<file path="src/rtl/if_stage.sv">
// Instruction fetch stage: issues in-order fetches to instruction memory, buffers
// responses in a circular fetch buffer and feeds the IF/ID pipeline register.
module if_stage #(
  parameter logic [31:0] RESET_PC   = 32'h0000_0000,
  parameter int unsigned FBUF_DEPTH = 4
) (
  input  logic        clk,
  input  logic        rst,
  input  logic        id_hazard_flag,
  input  logic        ex_take_branch,
  input  logic [31:0] ex_target_pc,
  output logic        proc2Imem_req,
  output logic [31:0] proc2Imem_addr,
  input  logic        Imem2proc_gnt,
  input  logic        Imem2proc_valid,
  input  logic [31:0] Imem2proc_data,
  output logic [31:0] if_id_IR,
  output logic [31:0] if_id_PC,
  output logic        if_id_valid_inst
);

  localparam int unsigned AW  = $clog2(FBUF_DEPTH);
  localparam logic [31:0] NOP = 32'h0000_0013;

  // Pointers carry one extra wrap bit so full and empty are distinguishable.
  typedef logic [AW:0] ptr_t;
  localparam ptr_t DEPTH_P = ptr_t'(FBUF_DEPTH);

  logic [31:0]           fetch_pc;
  logic [31:0]           buf_pc   [FBUF_DEPTH];
  logic [31:0]           buf_inst [FBUF_DEPTH];
  logic [FBUF_DEPTH-1:0] buf_filled;

  ptr_t alloc_ptr;
  ptr_t fill_ptr;
  ptr_t head_ptr;
  ptr_t drop_cnt;
  ptr_t alloc_cnt;
  ptr_t pend_cnt;
  ptr_t owed_total;

  logic [AW:0]   occupancy_hi;
  logic [AW+1:0] occupancy;
  logic [AW-1:0] alloc_idx;
  logic [AW-1:0] fill_idx;
  logic [AW-1:0] head_idx;

  logic grant;
  logic fill_en;
  logic drop_en;
  logic pop_en;
  logic head_filled;
  logic resp_in_flush;

  assign alloc_idx = alloc_ptr[AW-1:0];
  assign fill_idx  = fill_ptr[AW-1:0];
  assign head_idx  = head_ptr[AW-1:0];

  assign alloc_cnt    = alloc_ptr - head_ptr;
  assign pend_cnt     = alloc_ptr - fill_ptr;
  assign owed_total   = pend_cnt + drop_cnt;
  assign occupancy_hi = '0;
  assign occupancy    = {1'b0, alloc_cnt} + {1'b0, drop_cnt} + {1'b0, occupancy_hi};

  assign proc2Imem_req  = !rst && !ex_take_branch && (occupancy < {1'b0, DEPTH_P});
  assign proc2Imem_addr = fetch_pc;

  assign grant         = proc2Imem_req && Imem2proc_gnt;
  assign drop_en       = Imem2proc_valid && (drop_cnt != '0);
  assign fill_en       = Imem2proc_valid && !ex_take_branch && (drop_cnt == '0) && (pend_cnt != '0);
  assign head_filled   = (alloc_cnt != '0) && buf_filled[head_idx];
  assign pop_en        = !ex_take_branch && !id_hazard_flag && head_filled;
  // A response landing in the redirect cycle pays off one owed response.
  assign resp_in_flush = Imem2proc_valid && (owed_total != '0);

  always_ff @(posedge clk) begin
    if (grant) begin
      buf_pc[alloc_idx] <= fetch_pc;
    end
    if (fill_en) begin
      buf_inst[fill_idx] <= Imem2proc_data;
    end
  end

  always_ff @(posedge clk) begin
    if (rst) begin
      fetch_pc   <= RESET_PC;
      alloc_ptr  <= '0;
      fill_ptr   <= '0;
      head_ptr   <= '0;
      drop_cnt   <= '0;
      buf_filled <= '0;
    end else if (ex_take_branch) begin
      fetch_pc   <= ex_target_pc & ~32'h3;
      alloc_ptr  <= '0;
      fill_ptr   <= '0;
      head_ptr   <= '0;
      buf_filled <= '0;
      drop_cnt   <= owed_total - ptr_t'(resp_in_flush);
    end else begin
      if (grant) begin
        alloc_ptr             <= alloc_ptr + ptr_t'(1);
        fetch_pc              <= fetch_pc + 32'd4;
        buf_filled[alloc_idx] <= 1'b0;
      end
      if (fill_en) begin
        fill_ptr             <= fill_ptr + ptr_t'(1);
        buf_filled[fill_idx] <= 1'b1;
      end
      if (pop_en) begin
        head_ptr             <= head_ptr + ptr_t'(1);
        buf_filled[head_idx] <= 1'b0;
      end
      if (drop_en) begin
        drop_cnt <= drop_cnt - ptr_t'(1);
      end
    end
  end

  always_ff @(posedge clk) begin
    if (rst) begin
      if_id_IR         <= NOP;
      if_id_PC         <= '0;
      if_id_valid_inst <= 1'b0;
    end else if (ex_take_branch) begin
      if_id_IR         <= NOP;
      if_id_valid_inst <= 1'b0;
    end else if (id_hazard_flag) begin
      if_id_IR         <= if_id_IR;
      if_id_PC         <= if_id_PC;
      if_id_valid_inst <= if_id_valid_inst;
    end else if (head_filled) begin
      if_id_IR         <= buf_inst[head_idx];
      if_id_PC         <= buf_pc[head_idx];
      if_id_valid_inst <= 1'b1;
    end else begin
      if_id_IR         <= NOP;
      if_id_valid_inst <= 1'b0;
    end
  end

endmodule

</file>
<file path="config.mk">
export PLATFORM = sky130hd
export DESIGN_NAME = if_stage
export DESIGN_NICKNAME = d
export VERILOG_FILES = /design/src/rtl/if_stage.sv
export SDC_FILE = /design/constraint.sdc
export NUM_CORES = 1
export LEC_CHECK = 0
export BUFFER_PORTS_ARGS = -buffer_cell sky130_fd_sc_hd__buf_2
export CAP_MARGIN = 20
export CORE_MARGIN = 2
export CORE_UTILIZATION = 52
export DETAILED_ROUTE_END_ITERATION = 10
export MAX_ROUTING_LAYER = met4
export PLACE_DENSITY = 0.77
export SYNTH_ARGS = -nofsm -noshare
export SYNTH_HDL_FRONTEND = slang
export SYNTH_SLANG_ARGS = --single-unit
</file>
<file path="constraint.sdc">
create_clock -name clk -period 4.38 [get_ports clk]
set_input_delay 0.657 -clock clk [delete_from_list [all_inputs] [get_ports clk]]
set_output_delay 0.657 -clock clk [all_outputs]
set_load 0.1 [all_outputs]
</file>
==> results of run 1 <==
==> placed cells by master, fill, tap and decap left out, types with 15 or more instances in the layout <==
cell type and n:
ha_1 22, clkbuf_16 38, nand2_1 102, buf_2 160
a22oi_1 30, dfxtp_1 109, mux4_2 63, a21oi_1 48
edfxtp_1 248, nor2_1 66, inv_1 24, nand3_1 15
==> sequential cells by signal, indices dropped and copies added (netlist names), named ones only <==
signal            count
buf_inst            128
buf_pc              120
if_id_IR             32
if_id_PC             30
proc2Imem_addr       30
buf_filled            4
alloc_ptr             3
drop_cnt              3
fill_ptr              3
head_ptr              3
if_id_valid_inst      1
==> synth_stat cells, types with 8 or more instances <==
library cell / number / share of area [%]
xnor2_1: 12 / 0.75
ha_1: 22 / 2.0
dfxtp_1: 111 / 16
nand4_1: 13 / 0.58
a21oi_1: 48 / 1.7
edfxtp_1: 248 / 53
clkbuf_1: 34 / 0.91
nand2_1: 102 / 2.7
xor2_1: 8 / 0.50
a22oi_1: 30 / 1.6
mux4_2: 63 / 10
nor2_1: 66 / 1.8
a211oi_1: 11 / 0.59
buf_2: 11 / 0.39
or3_1: 8 / 0.36
nand3_1: 15 / 0.54
inv_1: 24 / 0.64
==> worst max-delay path, cell delays in order (launching register included) <==
cell and delay, ps:
dfxtp_1 340, inv_1 150, ha_1 170, inv_1 50, fa_1 360, xnor3_1 250
ha_1 310, or3_1 420, nor3_2 310, buf_12 230
==> layer usage <==
metal  track usage (%)  up-vias  part of all wire [%]
li1                  -     3838                     -
met1              27.0     4214                    40
met2              36.5      335                    50
met3              5.15       47                   8.0
met4              6.30        0                   2.4
met5                 -        -                     0
==> metrics by stage <==
stage          hold slack [ps]  utilization (%)  setup slack (ps)
3_3_place_gp               438             56.7               841
6_report                   349             61.3               641
5_1_grt                    343             61.3               501
4_1_cts                    331             61.3               618
2_1_floorplan              481                -               191
3_5_place_dp               444             56.7               766
==> path summary, 6_finish.rpt <==
kind | from | slack [ps] | depth (start not counted) | to
max | alloc_ptr[0]$_SDFFE_PP0N_ | 640 | 9 | proc2Imem_req
max reg2reg | alloc_ptr[0]$_SDFFE_PP0N_ | 760 | 12 | proc2Imem_addr[27]$_SDFFE_PP0P_
min reg2reg | if_id_PC[9]$_SDFFE_PP0P_ | 450 | 2 | if_id_PC[9]$_SDFFE_PP0P_
min | Imem2proc_data[9] | 350 | 1 | buf_inst[2][9]$_DFFE_PP_
==> cell families after synthesis <==
kind of cell / Yosys count / share of synthesized area [%]
xor gates and xnor gates: 22 / 1.57
AOI/OAI and AO/OA: 129 / 6.10
buffers and inverters: 80 / 2.45
other: 1 / 0.0268
and+or+nand+nor: 241 / 8.03
DFF: 359 / 69.0
adders and majority gates: 25 / 2.39
muxes: 67 / 10.4
==> power by group <==
group	switching, mW	leakage, nW	internal, mW
logic	0.320	2.03	0.133
registers	0.0629	3.16	3.67
clock network	1.24	0.606	1.91
==> cell type report <==
cell class	count	area, µm²
multi-input combinational	488	4020
clock buffer	50	1050
inverter	25	93.8
fill	1938	10300
clock inverter	16	188
sequential	359	9670
tap	341	427
antenna	3	7.51
timing repair buffer	175	926
==> out/metrics.cfg, run 1 <==
[timing]
drv_slew = 0
tns_ps = 0
finalCriticalPeriod_ps = 3740
finalCritPeriodShare_pct = 85.4
max_freq_ghz = 0.267
fin_skew_ps = 30.8
rsz0062_at_grt = no
hold_violations = 0
setup_viol = 0
worstMarginPinSlew_ps = 966
maxSlewHeadroom_pct = 35.6

[clocking]
clock_sinks = 359
cts_buffers = 37
cts_tree = built
cts_max_path_buffers = 3
cts_resized = 0
post_cts_buffers = 0
clk_latency_ps = 520
holdBufCountCts = 0
cts_root_buf = clkbuf_16
clk_pin_slew_worst_paths_ps = 60
htreeDepth = 2

[layout]
area_growth_pct = 16.9
stdcell_count = 1457
drive_gt1_share_pct = 27.6
nNetsFinal = 1181
design_area_um2 = 16400

[floorplanning]
die_y_um = 168
fp.dieW_um = 168
ios = 168
rows = 60
core_area_um2 = 26700
die_area_um2 = 28300
start_util_pct = 52.4

[power_and_ir_drop]
power_mw = 7.34
power.density_nw_per_um2 = 448
ir_drop_mv = 0.341
p_leak_nw = 5.79

[worst_setup_path]
cp.required_ps = 3720
crit_path_end_kind = output pin
start_kind = flop
critPathArrivalTime_ps = 3080
cp_max_fo = 4
critPathKind = reg -> out

[routing]
initialDrtViolationCount = 638
first_pass_iters = 5
wire_per_inst_um = 20.5
drc_errors = 0
routed_wl_mm = 29.9
vias = 8434
antenna_left = 0
viasPerCell = 5.79

[logic_synthesis]
ys.flop_type = edfxtp_1
synth-edff-count = 248
syn-mean-instance-area_um2 = 15.2
async_flop_share_pct = 0
yosys_warnings = 0
synth_area_um2 = 14000
ys_ff_latch = 359
ys_seq_area_share_pct = 69.0
synth_cells = 924
synth.distinct_cells = 62

[placement]
dpl_cell_area_um2 = 15100
dp_hpwl_mm = 18.2
place_congestion = 0.772
port_buffers = 161
dpl.cell_count = 1388

[global_routing]
gr-total-overflow = 0
grt_pass1_wl_mm = 46.4
grt_pass1_vias = 8481
antenna_found_initial = 2
grt_max_degree = 62
grt_usage_pct = 21.9

[worst_hold_path]
hold_class = in -> reg

[job]
max_cap_viol_count = 0

[outcome]
status = completed

Power figures use the tool's default switching activity.
==> run 2, diff against run 1 <==
--- a/config.mk
+++ b/config.mk
@@ -8,10 +8,10 @@
 export BUFFER_PORTS_ARGS = -buffer_cell sky130_fd_sc_hd__buf_2
 export CAP_MARGIN = 20
 export CORE_MARGIN = 2
-export CORE_UTILIZATION = 52
+export CORE_UTILIZATION = 58
 export DETAILED_ROUTE_END_ITERATION = 10
 export MAX_ROUTING_LAYER = met4
-export PLACE_DENSITY = 0.77
+export PLACE_DENSITY = 0.82
 export SYNTH_ARGS = -nofsm -noshare
 export SYNTH_HDL_FRONTEND = slang
 export SYNTH_SLANG_ARGS = --single-unit
==> constraint.sdc (replaced) <==
create_clock -name clk -period 3.77 [get_ports clk]
set_input_delay 0.5655 -clock clk [delete_from_list [all_inputs] [get_ports clk]]
set_output_delay 0.5655 -clock clk [all_outputs]
set_load 0.1 [all_outputs]
==> run 2 against run 1 <==
Effect of this change:
- setup slack worse by 480 ps
- design area up 0.17%
- cell count down 0.89%
- sequential power up 16%
- total power up 13%
- largest power group unchanged
- clock power up 9.2%
==> out/metrics.cfg, run 2 (synthesis results as in run 1) <==
[outcome]
status = completed

[routing]
viasPerCell = 5.96
vias = 8605
antenna_left = 0
first_pass_iters = 7
routed_wl_mm = 31.7
initialDrtViolationCount = 884
drc_errors = 0
wire_per_inst_um = 22.0

[placement]
dp_hpwl_mm = 18.6
port_buffers = 161
dpl.cell_count = 1375
place_congestion = 0.834

[clocking]
htreeDepth = 2
cts_tree = built
clock_sinks = 359
cts_buffers = 36
clk_pin_slew_worst_paths_ps = 60
holdBufCountCts = 0
clk_latency_ps = 520
cts_root_buf = clkbuf_16
cts_resized = 0
post_cts_buffers = 0
cts_max_path_buffers = 3

[layout]
drive_gt1_share_pct = 28.1
regMostFlops = buf_inst
area_growth_pct = 17.1
stdcell_count = 1444
layout_common_cells = 248 x edfxtp_1, 160 x buf_2, 109 x dfxtp_1
final_common_cell = edfxtp_1
largest_registers = buf_inst x128, buf_pc x120, if_id_IR x32
nNetsFinal = 1189
largest_reg_flops = 128

[timing]
setup_viol = 0
worstMarginPinSlew_ps = 730
hold_violations = 0
drv_slew = 0
maxSlewHeadroom_pct = 51.3
rsz0062_at_grt = no
finalCriticalPeriod_ps = 3610
finalCritPeriodShare_pct = 95.8
max_freq_ghz = 0.277
tns_ps = 0
fin_skew_ps = 16.4

[worst_setup_path]
critPathArrivalTime_ps = 3050
critPathKind = reg -> out
crit_path_end_kind = output pin
cp.required_ps = 3200
start_kind = flop
cp_max_fo = 4

[floorplanning]
start_util_pct = 59.4
rows = 56
ios = 168
die_area_um2 = 25400
fp.dieW_um = 159
core_area_um2 = 23600
die_y_um = 159

[global_routing]
grt_max_degree = 62
gr-total-overflow = 0
grt_pass1_vias = 8777
grt_usage_pct = 26.0
antenna_found_initial = 4
grt_pass1_wl_mm = 49.2

[worst_hold_path]
hold_class = in -> reg

[power_and_ir_drop]
ir_drop_mv = 0.490
power.density_nw_per_um2 = 507
p_leak_nw = 5.77

[job]
max_cap_viol_count = 0

==> run 2: cell type report <==
class | count | area (µm²)
Antenna cell | 4 | 10.0
Clock buffer | 49 | 1030
Clock inverter | 16 | 113
Fill cell | 1529 | 7200
Inverter | 25 | 109
Multi-Input combinational cell | 488 | 4030
Sequential cell | 359 | 9670
Tap cell | 319 | 399
Timing Repair Buffer | 184 | 1040
==> run 2: critical path, stage by stage (launching register included) <==
cell     delay (ps)
dfxtp_1         350
inv_1           140
ha_1            170
inv_1            50
fa_1            370
xnor3_1         310
ha_1            280
or3_1           440
nor3_4          210
buf_12          210
==> run 2: layer usage <==
layer  part of all wire (%)  GRT usage [%]  wire [µm]
met5                      0              -          0
met4                    2.6           8.31        822
met3                    9.2           6.28       2930
met2                     51           43.7      16100
met1                     37           31.3      11900
==> run 2: power by group <==
group | total, mW | switching [mW] | leakage (nW) | internal [mW]
logic | 0.535 | 0.374 | 2.04 | 0.161
registers | 4.34 | 0.0759 | 3.16 | 4.27
clock network | 3.44 | 1.44 | 0.564 | 2.00
==> run 2: stage by stage <==
stage / area, µm² / power [mW] / util [%] / hold WS (ps) / setup slack, ps
CTS: 16400 / 8.36 / 69.4 / 249 / 113
detailed placement: 15200 / 4.95 / 64.6 / 444 / 256
global placement: 15200 / 4.94 / 64.6 / 439 / 305
finish: 16400 / 8.32 / 69.5 / 268 / 159
global route: 16400 / 8.54 / 69.5 / 257 / 16.4
floorplan: 14100 / 4.79 / - / 481 / 101
==> run 2: path summary, 6_finish.rpt <==
check                                 start                         to  slack [ps]  depth (start not counted)
hold reg to reg   if_id_PC[16]$_SDFFE_PP0P_  if_id_PC[16]$_SDFFE_PP0P_         450                          2
setup reg to reg  alloc_ptr[0]$_SDFFE_PP0N_     buf_pc[1][2]$_DFFE_PP_         190                         12
setup / recovery  alloc_ptr[0]$_SDFFE_PP0N_              proc2Imem_req         160                          9
hold / removal           Imem2proc_data[11]  buf_inst[2][11]$_DFFE_PP_         270                          1
==> run 3, diff against run 2 <==
--- a/config.mk
+++ b/config.mk
@@ -5,13 +5,14 @@
 export SDC_FILE = /design/constraint.sdc
 export NUM_CORES = 1
 export LEC_CHECK = 0
+export ABC_AREA = 1
 export BUFFER_PORTS_ARGS = -buffer_cell sky130_fd_sc_hd__buf_2
 export CAP_MARGIN = 20
 export CORE_MARGIN = 2
 export CORE_UTILIZATION = 58
 export DETAILED_ROUTE_END_ITERATION = 10
 export MAX_ROUTING_LAYER = met4
-export PLACE_DENSITY = 0.82
+export PLACE_DENSITY = 0.81
 export SYNTH_ARGS = -nofsm -noshare
 export SYNTH_HDL_FRONTEND = slang
 export SYNTH_SLANG_ARGS = --single-unit
==> run 3 against run 2 <==
Effect of this change:
- utilization fell by 1.4 points
- highest routed layer unchanged
- critical endpoint unchanged
- clock power is 1% higher
- clock-buffer cell count increased by 4
- largest cell class unchanged
- critical path depth rose by 3
==> out/metrics.cfg, run 3 <==
[outcome]
status = completed

[placement]
dp_hpwl_mm = 22.0
dpl_cell_area_um2 = 16000
port_buffers = 161
place_congestion = 0.930

[clocking]
cts_max_path_buffers = 3
htreeDepth = 2
clock_sinks = 359
post_cts_buffers = 0
clk_pin_slew_worst_paths_ps = 60
holdBufCountCts = 0
clk_latency_ps = 520
cts_root_buf = clkbuf_16
cts_tree = built
cts_resized = 0
cts_buffers = 36

[worst_setup_path]
cp.required_ps = 3200
timing.critical_path.buf_inv = 3
critPathArrivalTime_ps = 2920
crit_path_end_kind = output pin
critPathKind = reg -> out
reg2reg_from = alloc_ptr[0]$_SDFFE_PP0N_
crit_cells = 12
worst_path_max_delay_cell = fa_1
cp_max_fo = 6
path_cells = inv_1 -> ha_1 -> inv_1 -> fa_1 -> xor2_1 -> nand2_1 -> nand2_1 -> ha_1 -> nor2_1 -> o21ai_0 -> nor2_4 -> buf_12
rr_worst_depth = 14
max_stage_delay_ps = 410
reg2reg_slack_ps = 380
start_kind = flop
r2r_end = buf_pc[1][8]$_DFFE_PP_
crit_start = alloc_ptr[0]$_SDFFE_PP0N_
critPathTopFamily = adder cells
crit_path_end = proc2Imem_req

[logic_synthesis]
ys_seq_area_share_pct = 64.6
syn-mean-instance-area_um2 = 10.4
ys_ff_latch = 359
synthTopCellsByArea = edfxtp_1 50%, dfxtp_1 15%, nand2_1 5.6%
synth_top_family_by_area = simple AND/OR/NAND/NOR gates
synthTopCellsByCount = 248 x edfxtp_1, 222 x nand2_1, 198 x nor2_1
yosys.area_share.simple_pct = 14.9
synthAdderAreaFrac_pct = 2.24
synth_area_um2 = 15000
synth.distinct_cells = 39
synth_xor_area_share_pct = 1.29
ys.flop_type = edfxtp_1
yosys.area.top_type = edfxtp_1
synth_compound_area_share_pct = 11.8
synth_cells = 1435
synth-edff-count = 248
synth_most_common_cell = edfxtp_1
synth_mux_area_share_pct = 0
yosys_warnings = 0
async_flop_share_pct = 0
netlist.area_leader.share_pct = 49.7

[layout]
fin_util_pct = 68.1
largest_registers = buf_inst x128, buf_pc x120, if_id_IR x32
largest_reg_flops = 128
nNetsFinal = 1669
regArea_um2 = 9670
final_common_cell = edfxtp_1
fill_cells = 1791
area_growth_pct = 14.9
regMostFlops = buf_inst
layout_common_cells = 248 x edfxtp_1, 222 x nand2_1, 193 x nor2_1
multi_input_area_um2 = 4580
design_area_um2 = 17200
drive_gt1_share_pct = 16.2

[floorplanning]
die_y_um = 165
core_area_um2 = 25300
rows = 58
die_area_um2 = 27100
start_util_pct = 59.3
ios = 168
fp.dieW_um = 165

[routing]
vias = 11526
initialDrtViolationCount = 1316
drc_errors = 0
routed_wl_mm = 36.9
first_pass_iters = 5
wire_per_inst_um = 19.0
antenna_left = 0
viasPerCell = 5.95

[global_routing]
grt_pass1_wl_mm = 57.5
grt_usage_pct = 28.2
grt_pass1_vias = 11140
antenna_found_initial = 6
grt_max_degree = 67
gr-total-overflow = 0

[power_and_ir_drop]
pwr-share-seq_pct = 52.1
power_mw = 8.33
combPwrFrac_pct = 6.1
switching_share_pct = 23.1
p_clk_share_pct = 41.8
p_int_mw = 6.40
p_switching_mw = 1.92
ir_drop_mv = 0.433
power.density_nw_per_um2 = 484
p_leak_nw = 6.42

[timing]
finalCriticalPeriod_ps = 3480
finalCritPeriodShare_pct = 92.4
tns_ps = 0
setup_viol = 0
maxSlewHeadroom_pct = 31.1
worstMarginPinSlew_ps = 1030
drv_slew = 0
fin_skew_ps = 19.2
rsz0062_at_grt = no
hold_violations = 0
max_freq_ghz = 0.287

[job]
max_cap_viol_count = 0

[worst_hold_path]
hold_depth = 1
min-delay-start = Imem2proc_data[22]
hold_class = in -> reg

run 3: cell types whose count changed after synthesis, moves of 44 or more:
cell     delta
a21oi_1    +44
nand4_1    +52
o22ai_1    +58
nand2_1   +120
nor2_1    +132
mux4_2     -63
inv_1      +55
o21ai_0   +158
run 3: logic make-up (layout without fill, tap and decap cells):
| family | Yosys count | in the layout |
|---|---|---|
| other | 1 | 10 |
| buffers and inverters | 174 | 338 |
| adders and majority gates | 25 | 25 |
| DFF | 359 | 359 |
| AOI/OAI and AO/OA | 328 | 328 |
| and+or+nand+nor | 526 | 526 |
| xor gates and xnor gates | 22 | 22 |
run 3: final cells by class:
class | count | area share [%]
Sequential cell | 359 | 56.2
Clock buffer | 53 | 5.90
Timing Repair Buffer | 186 | 5.94
Clock inverter | 13 | 0.888
Inverter | 86 | 1.91
Tap cell | 330 | 2.40
Antenna cell | 6 | 0.0873
Multi-Input combinational cell | 905 | 26.6
run 3: per-stage QoR:
step	setup WS (ps)	std cells	hold WS, ps
after floorplan	24.8	1438	477
after global placement	507	1866	448
after detailed placement	391	1866	452
after CTS	263	1932	237
after global routing	72.0	1938	244
final	286	1938	251
run 3: power by group through the flow:
stage          Sequential [mW]  Clock, mW  Combinational [mW]
2_1_floorplan             4.54          0               0.228
3_3_place_gp              4.41          0               0.490
3_5_place_dp              4.42          0               0.500
4_1_cts                   4.33       3.51               0.504
5_1_grt                   4.34       3.67               0.548
6_report                  4.34       3.48               0.506
run 3: worst min-delay path by stage:
| stage | end | slack (ps) |
|---|---|---|
| after CTS | buf_inst[1][31]$_DFFE_PP_ | 240 |
| after global routing | buf_inst[0][31]$_DFFE_PP_ | 240 |
| after floorplan | fill_ptr[0]$_SDFFE_PP0P_ | 480 |
| final | buf_inst[3][22]$_DFFE_PP_ | 250 |
| after global placement | if_id_PC[6]$_SDFFE_PP0P_ | 450 |
| after detailed placement | if_id_IR[7]$_SDFFE_PP0N_ | 450 |
run 3: per-layer routing:
metal	vias to the layer above	GRT usage [%]	wire length, µm
met4	0	9.05	716
met5	-	-	0
met2	585	45.6	18100
met3	68	5.45	3940
met1	5563	36.4	14200
li1	5310	-	-
run 3: worst register-to-register path: stages, from the launching register on:
cell     delay (ps)
dfxtp_1         330
inv_1           170
ha_1            170
inv_1            50
fa_1            410
xor2_1          170
nand2_1         130
nand2_1          80
ha_1            270
nor2_1           90
o21ai_0         140
nor2_4          190
nand2_4         240
nor2_4          170
buf_4           400
